**config.mk**
```make
export PLATFORM = sky130hd
export DESIGN_NAME = rx_line_writer
export DESIGN_NICKNAME = d
export VERILOG_FILES = /design/src/rtl/rx_line_writer.sv
export SDC_FILE = /design/constraint.sdc
export NUM_CORES = 1
export LEC_CHECK = 0
export BUFFER_PORTS_ARGS = -buffer_cell sky130_fd_sc_hd__buf_2
export CAP_MARGIN = 10
export CORE_UTILIZATION = 35
export CTS_BUF_LIST = sky130_fd_sc_hd__clkbuf_8
export CTS_CLUSTER_SIZE = 40
export DETAILED_ROUTE_END_ITERATION = 16
export GPL_TIMING_DRIVEN = 0
export PLACE_DENSITY_LB_ADDON = 0.1
export SLEW_MARGIN = 30
export SYNTH_ARGS = -nofsm -noshare
export SYNTH_HDL_FRONTEND = slang
export SYNTH_SLANG_ARGS = --single-unit
```
**constraint.sdc**
```tcl
create_clock -name clk -period 2.2 [get_ports clk]
set_clock_uncertainty 0.15 [all_clocks]
set_input_delay 0.44 -clock clk [delete_from_list [all_inputs] [get_ports clk]]
set_output_delay 0.44 -clock clk [all_outputs]
set_load 0.02 [all_outputs]
```
**src/rtl/rx_line_writer.sv**
```systemverilog
// Frames received UART bytes into LF-terminated lines for the echo FIFO,
// counting complete lines pending and recovering from FIFO-full / over-length lines.
module rx_line_writer #(
    parameter int unsigned              DATA_WIDTH = 8,
    parameter int unsigned              MAX_LINE   = 64,
    parameter logic [DATA_WIDTH-1:0]    LF_CODE    = 8'h0A,
    parameter bit                       STRIP_CR   = 1'b1,
    localparam int unsigned             LenW       = $clog2(MAX_LINE + 1)
) (
    input  logic                  clk,
    input  logic                  rst,
    input  logic                  done_rx,
    input  logic [DATA_WIDTH-1:0] data_rx,
    input  logic                  full,
    input  logic                  line_ack,
    input  logic                  clr_ovf,
    output logic                  wr_en_fifo,
    output logic [DATA_WIDTH-1:0] wr_data_fifo,
    output logic                  line_done,
    output logic [LenW-1:0]       line_len,
    output logic [7:0]            lines_pending,
    output logic                  line_valid,
    output logic                  overflow
);

    localparam logic [DATA_WIDTH-1:0] CrCode  = DATA_WIDTH'(8'h0D);
    localparam logic [LenW-1:0]       MaxLen  = LenW'(MAX_LINE);
    localparam logic [LenW-1:0]       LastCnt = LenW'(MAX_LINE - 1);

    typedef enum logic [1:0] {StIdle, StCollect, StDrop, StClose} state_e;

    state_e                state_q, state_d;
    logic [LenW-1:0]       count_q, count_d;
    logic                  lf_seen_q, lf_seen_d;
    logic                  wr_en_q, wr_en_d;
    logic [DATA_WIDTH-1:0] wr_data_q, wr_data_d;
    logic                  line_done_q, line_done_d;
    logic [LenW-1:0]       line_len_q, line_len_d;
    logic [7:0]            pend_q, pend_d;
    logic                  valid_q, valid_d;
    logic                  ovf_q, ovf_d;
    logic                  set_ovf;
    logic                  rx_valid;
    logic                  rx_lf;
    logic                  dec;

    // Stripped CR bytes behave as if no byte arrived at all.
    assign rx_valid = done_rx && !(STRIP_CR && (data_rx == CrCode));
    assign rx_lf    = (data_rx == LF_CODE);

    always_comb begin
        state_d     = state_q;
        count_d     = count_q;
        lf_seen_d   = lf_seen_q;
        wr_en_d     = 1'b0;
        wr_data_d   = wr_data_q;
        line_done_d = 1'b0;
        line_len_d  = line_len_q;
        set_ovf     = 1'b0;
        case (state_q)
            StIdle: begin
                if (rx_valid) begin
                    if (full) begin
                        set_ovf = 1'b1;
                        if (!rx_lf) state_d = StDrop;
                    end else if (rx_lf) begin
                        wr_en_d     = 1'b1;
                        wr_data_d   = LF_CODE;
                        line_done_d = 1'b1;
                        line_len_d  = LenW'(1);
                    end else begin
                        wr_en_d   = 1'b1;
                        wr_data_d = data_rx;
                        count_d   = LenW'(1);
                        state_d   = StCollect;
                    end
                end
            end
            StCollect: begin
                if (rx_valid) begin
                    if (full) begin
                        set_ovf   = 1'b1;
                        lf_seen_d = rx_lf;
                        state_d   = StClose;
                    end else if (rx_lf) begin
                        wr_en_d     = 1'b1;
                        wr_data_d   = LF_CODE;
                        line_done_d = 1'b1;
                        line_len_d  = count_q + LenW'(1);
                        count_d     = '0;
                        state_d     = StIdle;
                    end else if (count_q == LastCnt) begin
                        // Truncate: the terminator takes the last slot of the line.
                        wr_en_d     = 1'b1;
                        wr_data_d   = LF_CODE;
                        line_done_d = 1'b1;
                        line_len_d  = MaxLen;
                        set_ovf     = 1'b1;
                        count_d     = '0;
                        state_d     = StDrop;
                    end else begin
                        wr_en_d   = 1'b1;
                        wr_data_d = data_rx;
                        count_d   = count_q + LenW'(1);
                    end
                end
            end
            StClose: begin
                if (!full) begin
                    wr_en_d     = 1'b1;
                    wr_data_d   = LF_CODE;
                    line_done_d = 1'b1;
                    line_len_d  = count_q + LenW'(1);
                    count_d     = '0;
                    lf_seen_d   = 1'b0;
                    // An LF arriving in the closing cycle itself also ends the dropped tail.
                    state_d     = (lf_seen_q || (rx_valid && rx_lf)) ? StIdle : StDrop;
                end else if (rx_valid && rx_lf) begin
                    lf_seen_d = 1'b1;
                end
            end
            StDrop: begin
                if (rx_valid && rx_lf) state_d = StIdle;
            end
            default: state_d = StIdle;
        endcase
    end

    always_comb begin
        dec    = line_ack && (pend_q != 8'd0);
        pend_d = pend_q;
        if (line_done_d && !dec) begin
            if (pend_q != 8'hFF) pend_d = pend_q + 8'd1;
        end else if (!line_done_d && dec) begin
            pend_d = pend_q - 8'd1;
        end
        valid_d = (pend_d != 8'd0);
        ovf_d   = set_ovf ? 1'b1 : (clr_ovf ? 1'b0 : ovf_q);
    end

    always_ff @(posedge clk) begin
        if (rst) begin
            state_q     <= StIdle;
            count_q     <= '0;
            lf_seen_q   <= 1'b0;
            wr_en_q     <= 1'b0;
            wr_data_q   <= '0;
            line_done_q <= 1'b0;
            line_len_q  <= '0;
            pend_q      <= 8'd0;
            valid_q     <= 1'b0;
            ovf_q       <= 1'b0;
        end else begin
            state_q     <= state_d;
            count_q     <= count_d;
            lf_seen_q   <= lf_seen_d;
            wr_en_q     <= wr_en_d;
            wr_data_q   <= wr_data_d;
            line_done_q <= line_done_d;
            line_len_q  <= line_len_d;
            pend_q      <= pend_d;
            valid_q     <= valid_d;
            ovf_q       <= ovf_d;
        end
    end

    assign wr_en_fifo    = wr_en_q;
    assign wr_data_fifo  = wr_data_q;
    assign line_done     = line_done_q;
    assign line_len      = line_len_q;
    assign lines_pending = pend_q;
    assign line_valid    = valid_q;
    assign overflow      = ovf_q;

endmodule
```
Word-level counts from Yosys, hierarchy flattened

Cells that the tools add are included.

Bits in registers: 37
Word-level logic and storage cells: 119

Add/subtract/negate cells: 3
Equal/unequal tests: 19
Mux-type cells: 66
Reduce and logical (&&, ||, !) cells: 21

Operators by type and width:

| cell                                                               | number |
|---|---|
| 7-bit 2-to-1 mux                                                   | 16 |
| 8-bit 2-to-1 mux                                                   | 11 |
| 7-bit case mux with 3 select lines                                 | 2 |
| 8-bit case mux with 3 select lines                                 | 1 |
| 2-bit 2-to-1 mux                                                   | 11 |
| 1-bit 2-to-1 mux                                                   | 20 |
| 2-bit inequality test, second input constant                       | 9 |
| 8-bit by 4-bit == test with 1-bit output, second input constant    | 2 |
| 8-bit nonzero test                                                 | 2 |
| 6-bit AND reduction                                                | 2 |
| 8-bit by 1-bit adder with 8-bit output, second input constant      | 1 |
| 8-bit inequality test, second input constant                       | 1 |
| 2-bit case mux with 4 select lines                                 | 1 |
| 8-bit AND reduction                                                | 1 |
| 8-bit by 1-bit subtractor with 8-bit output, second input constant | 1 |
| 7-bit by 1-bit adder with 7-bit output, second input constant      | 1 |
| 7-bit by 6-bit == test with 1-bit output, second input constant    | 1 |
| 7-bit AND reduction                                                | 1 |
| 3-bit inequality test, second input constant                       | 2 |
| 1-bit case mux with 2 select lines                                 | 3 |
| 1-bit logical AND                                                  | 5 |
| 2-bit == test, second input constant                               | 2 |
| 4-bit inequality test, second input constant                       | 1 |
| 4-bit AND reduction                                                | 1 |
| 8 further kinds                                                    | 11 |

Depth between registers and ports, before layout

Gate-level depths: netlist of run 1.

Depth after elaboration: 11
Mapped depth: 10
Mapped depth without buffers: 9

Least setup slack after synthesis of run 1

Ideal clock, no wire load.

Path kind: flip-flop to flip-flop
From: reg pend_q[1] (netlist: lines_pending[1])
To: reg valid_q (netlist: line_valid)
Setup time: 0.136 ns
Arrival: 2.201 ns
Data required time: 1.914 ns
Setup slack: -0.286 ns
Cell stages (with the launch flop): 10
Buffers on the path: 1
Clock period less this slack: 2.486 ns
Cell sequence: dfxtp_1 > clkbuf_1 > inv_1 > ha_1 > or4b_4 > o21a_2 > and2_4 > a211o_1 > a21boi_2 > a41oi_2

Word-level cells in the longest chain between the ends: 6
Elaborated cells on any way between the ends: 12
Those cells by class: add/sub (2); eq/ne (1); mux (3); reduce/logical (6)

Ends and longest elaborated chain:

| what                                                                                | line | source |
|---|---|---|
| from (decl)                                                                         | 39   | `logic [7:0] pend_q, pend_d;` |
| from (signal assigned)                                                              | 161  | `pend_q <= pend_d;` |
| branches (longest 4 deep; another with 8-bit by 1-bit subtractor with 8-bit output) | --   |  |
| 8-bit 2-to-1 mux (*)                                                                | 132  | `if (line_done_d && !dec) begin` |
| 8-bit nonzero test (*)                                                              | 137  | `valid_d = (pend_d != 8'd0);` |
| to (signal assigned)                                                                | 162  | `valid_q <= valid_d;` |
| to (decl)                                                                           | 40   | `logic valid_q, valid_d;` |

Mark *: on every way between the ends.
A chain may end at the register's enable or synchronous reset.

Final worst setup path of run 1

Ends and elaborated chain as after synthesis.

==> impl_metrics.ini, run 1 <==
[run_status]
outcome = finished with violations
violations = negative setup slack

[timing]
fin_ws_ns = -0.08002
slew_headroom_pct = 65.08
hold_viol = 0
fin_setup_tns_ns = -0.1093
finalCritPeriodShare_pct = 103.6
setup_viol = 2
grt_setup_unrepaired = yes
min_period_ns = 2.280
fmax_mhz = 438.6
whs_ns = 0.2829
worst_slew_pin_slew_ns = 0.5239
maxSlewViolCount = 0

[power]
switchingPower_mw = 1.128
power_leakage_nw = 1.100
p_comb_share_pct = 51.3
power_frac_seq_pct = 32.6
finalPower_mw = 2.742
cellPowerDensity_mw_per_mm2 = 982.2
p_clk_share_pct = 16.1
switching_share_pct = 41.15
intPower_mw = 1.613
vdd_drop_max_v = 0.0005292

[clock_tree]
h-tree-depth = 2
root_buffer = clkbuf_8
cts.sinks = 37
path_clk_slew_ns = 0.07
cts.path.max_buffers = 2
numCtsBuffers = 5
cts_tree = done
clk_latency_ns = 0.29

[logic_synthesis]
netlist_area_mm2 = 0.002195
ys_top_cells_by_count = dfxtp_1 (37), nor2_1 (31), nand2_1 (22)
yosysWarningCount = 0
ys_types = 66
yosys.area.top_type = dfxtp_1
ys_ff_latch = 37
syn_nets = 274
yosysSeqAreaShare_pct = 33.75
synth_edf_count = 0
synthTopCellsByArea = dfxtp_1 (34%), nor2_1 (5.3%), nand2_1 (3.8%)
ys.flop_type = dfxtp_1
async_flop_share_pct = 0
yosysTopAreaCellShare_pct = 33.75
syn_area_per_cell_um2 = 8.573
syn_inst = 256
yosysMostFrequentCell = dfxtp_1

[critical_path]
end_kind = register
required_ns = 2.20
critPathKind = register to register
cp-start-kind = register
cp_data_arrival_time_ns = 2.28
path_cells = inv_2, ha_2, or4b_4, o21a_4, and2_4, a211o_1, a21boi_2, a41oi_2
path_max_fanout = 8
cp_slowest_cell = or4b_4
slowest_delay_ns = 0.50

[cells_and_area]
syn_to_final_growth_pct = 27.20
stdcell_area_mm2 = 0.002791
fin_util_pct = 46.60
nFillCells = 620
fin_cells = 391
drive_gt1_share_pct = 35.76
num_antenna_cells = 0
nNetsFinal = 334

[routing]
detailroute.wirelength.met2_mm = 2.770
wl_met3_um = 232
routedWlPerCell_um = 14.72
route.top_layer_used = met4
firstDrtPassIters = 4
routed_wl_mm = 5.757
drcViolationCount = 0
detail-route-antenna-nets = 0
vias_per_cell = 5.409
drt-initial-drc-count = 121
vias = 2115
m1WireLength_mm = 2.665

[floorplanning]
dieArea_mm2 = 0.006591
rows = 28
fp.dieW_um = 81.19
coreArea_mm2 = 0.005991
die_h_um = 81.19
ioPinCount = 41
initial_core_util_pct = 36.63

[global_route]
grt_pass1_wl_mm = 9.294
grt_max_degree = 12
grt_use_total_pct = 18.45
antenna_found_initial = 0
grt_pass1_vias = 1938
grt_overflow = 0

[place]
hpwl_mm = 4.003
dpl_worst_slack_ns = -0.4361
portBuffers = 38
gp_congestion = 0.8215
place_inst = 369
placed_area_mm2 = 0.002502

[worst_hold_path]
hold_class = input port to register

[flow_run]
cap_viol_max_count = 0
-- cells by family (layout without fill, tap and decap cells) --
family	after synthesis	in the layout	share of synthesized area, %
fa+ha+maj	4	4	2.281
buf+inv	20	80	5.074
simple gates	112	112	29.70
compound gates	73	73	25.09
flops	37	37	33.75
xor+xnor	8	8	3.193
mux	2	2	0.9122
-- final cells by class --
cell class                 count  area, um^2  share of cell area [%]
multi-input combinational    199        1438                   51.50
inverter                       7       30.03                   1.076
clock buffer                   5       68.82                   2.465
clock inverter                 2       8.758                  0.3138
timing repair buffer          55       317.8                   11.39
sequential                    37       755.7                   27.07
buffer                        11       78.83                   2.824
tap                           75       93.84                   3.362
-- routing by layer --
layer	vias to the layer above	track usage, %
met5	-	0
met4	0	5.179
met3	8	3.371
met2	50	31.60
met1	990	23.51
li1	1067	-
-- placed cells by master, fill, tap and decap left out, types with 3 or more instances in the layout --
| cell type | synthesis | layout |
|---|---|---|
| o21ai_0 | 12 | 9 |
| dfxtp_1 | 37 | 31 |
| buf_2 | 1 | 39 |
| a31oi_1 | 7 | 7 |
| nor2b_1 | 8 | 8 |
| nand3_1 | 13 | 11 |
| nand4_1 | 5 | 5 |
| dfxtp_4 | 0 | 3 |
| dfxtp_2 | 0 | 3 |
| a21oi_1 | 12 | 10 |
| o221a_2 | 3 | 3 |
| nor3_1 | 9 | 8 |
| buf_4 | 0 | 17 |
| a41oi_1 | 3 | 3 |
| xnor2_1 | 6 | 6 |
| clkbuf_1 | 7 | 4 |
| clkbuf_8 | 0 | 5 |
| inv_1 | 7 | 5 |
| buf_6 | 3 | 3 |
| nand2_1 | 22 | 21 |
| nor2_1 | 31 | 30 |
| o21ai_1 | 2 | 4 |
| a22o_1 | 6 | 6 |
| a211oi_1 | 3 | 3 |
| nor3b_1 | 3 | 3 |
-- power groups by stage --
| stage | Sequential [mW] | Clock [mW] | Combinational (mW) |
|---|---|---|---|
| global placement | 0.905 | 0 | 1.26 |
| CTS | 0.894 | 0.460 | 1.33 |
| detailed placement | 0.909 | 0 | 1.26 |
| global route | 0.911 | 0.490 | 1.56 |
| floorplan | 0.990 | 0 | 0.887 |
| finish | 0.895 | 0.441 | 1.41 |
-- critical path: cells and delay by family (launching register included) --
family | cells | cell delay (ns)
buffers and inverters | 1 | 0.05
AND/OR/NAND/NOR | 2 | 0.64
flip-flops | 1 | 0.35
AO/OA/AOI/OAI | 4 | 0.79
adder cells (fa/ha/maj) | 1 | 0.15
-- flip-flops by register name (all words and copies together), names as in the netlist --
register       count
line_valid         1
overflow           1
wr_en_fifo         1
lf_seen_q          1
wr_data_fifo       8
line_len           7
lines_pending      8
count_q            7
state_q            2
line_done          1
-- final timing paths --
check,start,to,slack [ns],depth (start not counted)
max,lines_pending[1],line_valid,-0.08,8
max reg2reg,lines_pending[1],line_valid,-0.08,8
min,data_rx[6],wr_data_fifo[6],0.28,2
min reg2reg,line_len[6],line_len[6],0.30,2
-- repair_timing --
action,CTS,global route
setup buffers,11,6
setup endpoints to repair,25,17
pin swaps,12,9
hold buffers,0,0
resized for setup,15,19
Power figures use the tool's default switching activity.
==> run 2, diff against run 1 <==
- ABC_AREA: default -> 1
==> impl_metrics.ini, run 2 <==
[critical_path]
r2r-start = count_q[0]
required_ns = 2.22
end_kind = register
cp_data_arrival_time_ns = 2.10
r2r-end = line_valid
cp-start-kind = register
critPathKind = register to register
reg2reg_slack_ns = 0.12
reg2reg_depth = 15
path_max_fanout = 7
startpoint = count_q[0]

[timing]
setup_viol = 0
worst_slew_pin_slew_ns = 0.5595
grt_setup_unrepaired = yes
fmax_mhz = 480.6
slew_headroom_pct = 62.70
hold_viol = 0
finalCritPeriodShare_pct = 94.58
maxSlewViolCount = 0
fin_ws_ns = 0.1193
min_period_ns = 2.081

[routing]
drcViolationCount = 0
vias = 2205
routed_wl_mm = 5.602
detail-route-antenna-nets = 0
drt-initial-drc-count = 63
vias_per_cell = 4.989
routedWlPerCell_um = 12.67
firstDrtPassIters = 5

[place]
gp_congestion = 0.7929
hpwl_mm = 4.048
portBuffers = 39
place_inst = 432
dpl_worst_slack_ns = -0.04760

[logic_synthesis]
ys_types = 36
yosys.area.top_type = dfxtp_1
syn_inst = 318
yosysWarningCount = 0
ys_top_cells_by_count = nand2_1 (70), dfxtp_1 (37), nand3_1 (35)
ys_ff_latch = 37
netlist_area_mm2 = 0.002243
async_flop_share_pct = 0
yosysTopAreaCellShare_pct = 33.02
ys.flop_type = dfxtp_1
syn_area_per_cell_um2 = 7.055
yosysMostFrequentCell = nand2_1
syn_nets = 336
yosysSeqAreaShare_pct = 33.02
synth_edf_count = 0
synthTopCellsByArea = dfxtp_1 (33%), nand2_1 (12%), nand3_1 (7.8%)

[global_route]
grt_pass1_vias = 1919
grt_use_total_pct = 17.81
grt_pass1_wl_mm = 9.108
grt_max_degree = 14
antenna_found_initial = 0
grt_overflow = 0

[clock_tree]
cts_tree = done
h-tree-depth = 2
ctsHoldBuffers = 0
cts.sinks = 37
numCtsBuffers = 5
path_clk_slew_ns = 0.09
cts.path.max_buffers = 2
clk_latency_ns = 0.29
root_buffer = clkbuf_8

[cells_and_area]
nNetsFinal = 384
fin_util_pct = 44.26
syn_to_final_growth_pct = 19.58
num_antenna_cells = 0
mostFrequentLayoutCell = nand2_1
drive_gt1_share_pct = 24.80
fin_cells = 442
mostFrequentLayoutCells = nand2_1 (69), buf_2 (40), nand3_1 (35)

[power]
intPower_mw = 1.706
p_comb_share_pct = 51.6
switchingPower_mw = 1.429
switching_share_pct = 45.58
cellPowerDensity_mw_per_mm2 = 1169
p_clk_share_pct = 19.5
power_leakage_nw = 1.318
power_frac_seq_pct = 28.9
vdd_drop_max_v = 0.0005302

[floorplanning]
rows = 28
dieArea_mm2 = 0.006734
initial_core_util_pct = 37.01
die_h_um = 82.06
coreArea_mm2 = 0.006061
ioPinCount = 41
fp.dieW_um = 82.06

[flow_run]
cap_viol_max_count = 0

[worst_hold_path]
hold_depth = 4
worstHoldStart = clr_ovf
whs_endpoint = overflow
hold_class = input port to register

[run_status]
outcome = finished clean
[run 2: how the worst max path moves through the flow]
stage	depth (start not counted)	end	slack (ns)
final	15	line_valid	0.12
after floorplan	14	line_valid	0.19
after global placement	14	line_valid	-0.06
after global routing	15	line_valid	-0.08
after CTS	13	line_valid	0.004
after detailed placement	16	line_valid	-0.05
[run 2: cells by family after synthesis]
| logic type | synth area share, % |
|---|---|
| AOI/OAI and AO/OA | 15.23 |
| xor gates and xnor gates | 5.466 |
| adders and majority gates | 2.231 |
| buffers and inverters | 8.979 |
| DFF | 33.02 |
| and+or+nand+nor | 35.08 |
[run 2: what timing repair did]
action	CTS	global route
cloned	0	1
endpoints found under the setup margin	1	7
pin swaps	0	1
setup buffers	0	1
resized for setup	2	6
endpoints found under the hold margin	0	0
[run 2: final cells by class]
cell class / count / area (um^2)
Clock inverter: 3 / 43.79
Tap cell: 75 / 93.84
Inverter: 39 / 151.4
Buffer: 8 / 50.05
Multi-Input combinational cell: 235 / 1328
Sequential cell: 37 / 744.5
Clock buffer: 5 / 68.82
Timing Repair Buffer: 40 / 202.7
Fill cell: 673 / 3378
[run 2: through the flow]
step	TNS (ns)	cell area, um^2	power (mW)	hold WS, ns
after floorplan	0	2243	2.144	0.2794
after global placement	-0.06068	2532	2.515	0.3009
after detailed placement	-0.04760	2532	2.504	0.3037
after global routing	-0.08167	2683	3.396	0.2549
after CTS	0	2648	3.127	0.2410
final	0	2683	3.135	0.2441
[run 2: critical path: stages (launching register included)]
cell	delay, ns
dfxtp_2	0.35
ha_1	0.23
nand2_2	0.13
nor2_8	0.05
nand3_4	0.07
nand3_4	0.11
nand3_2	0.16
nand2_4	0.10
nand2_1	0.07
nand2_1	0.04
nand2_1	0.07
nand2_1	0.06
nor2_1	0.13
nand2_1	0.11
nor2_1	0.10
nor2_1	0.04
[run 2: power groups by stage]
stage	registers [mW]	logic [mW]	clock network, mW
after detailed placement	0.915	1.59	0
after floorplan	1.02	1.13	0
after CTS	0.904	1.60	0.626
final	0.905	1.62	0.613
after global routing	0.923	1.82	0.656
after global placement	0.915	1.60	0
[run 2: routing by layer]
metal  track usage, %  vias to the layer above  part of all wire (%)
li1                 -                     1146                     -
met1            24.77                     1010                    49
met2            28.10                       44                    47
met3            3.000                        5                   3.3
met4            4.737                        0                  0.82
met5                0                        -                     0
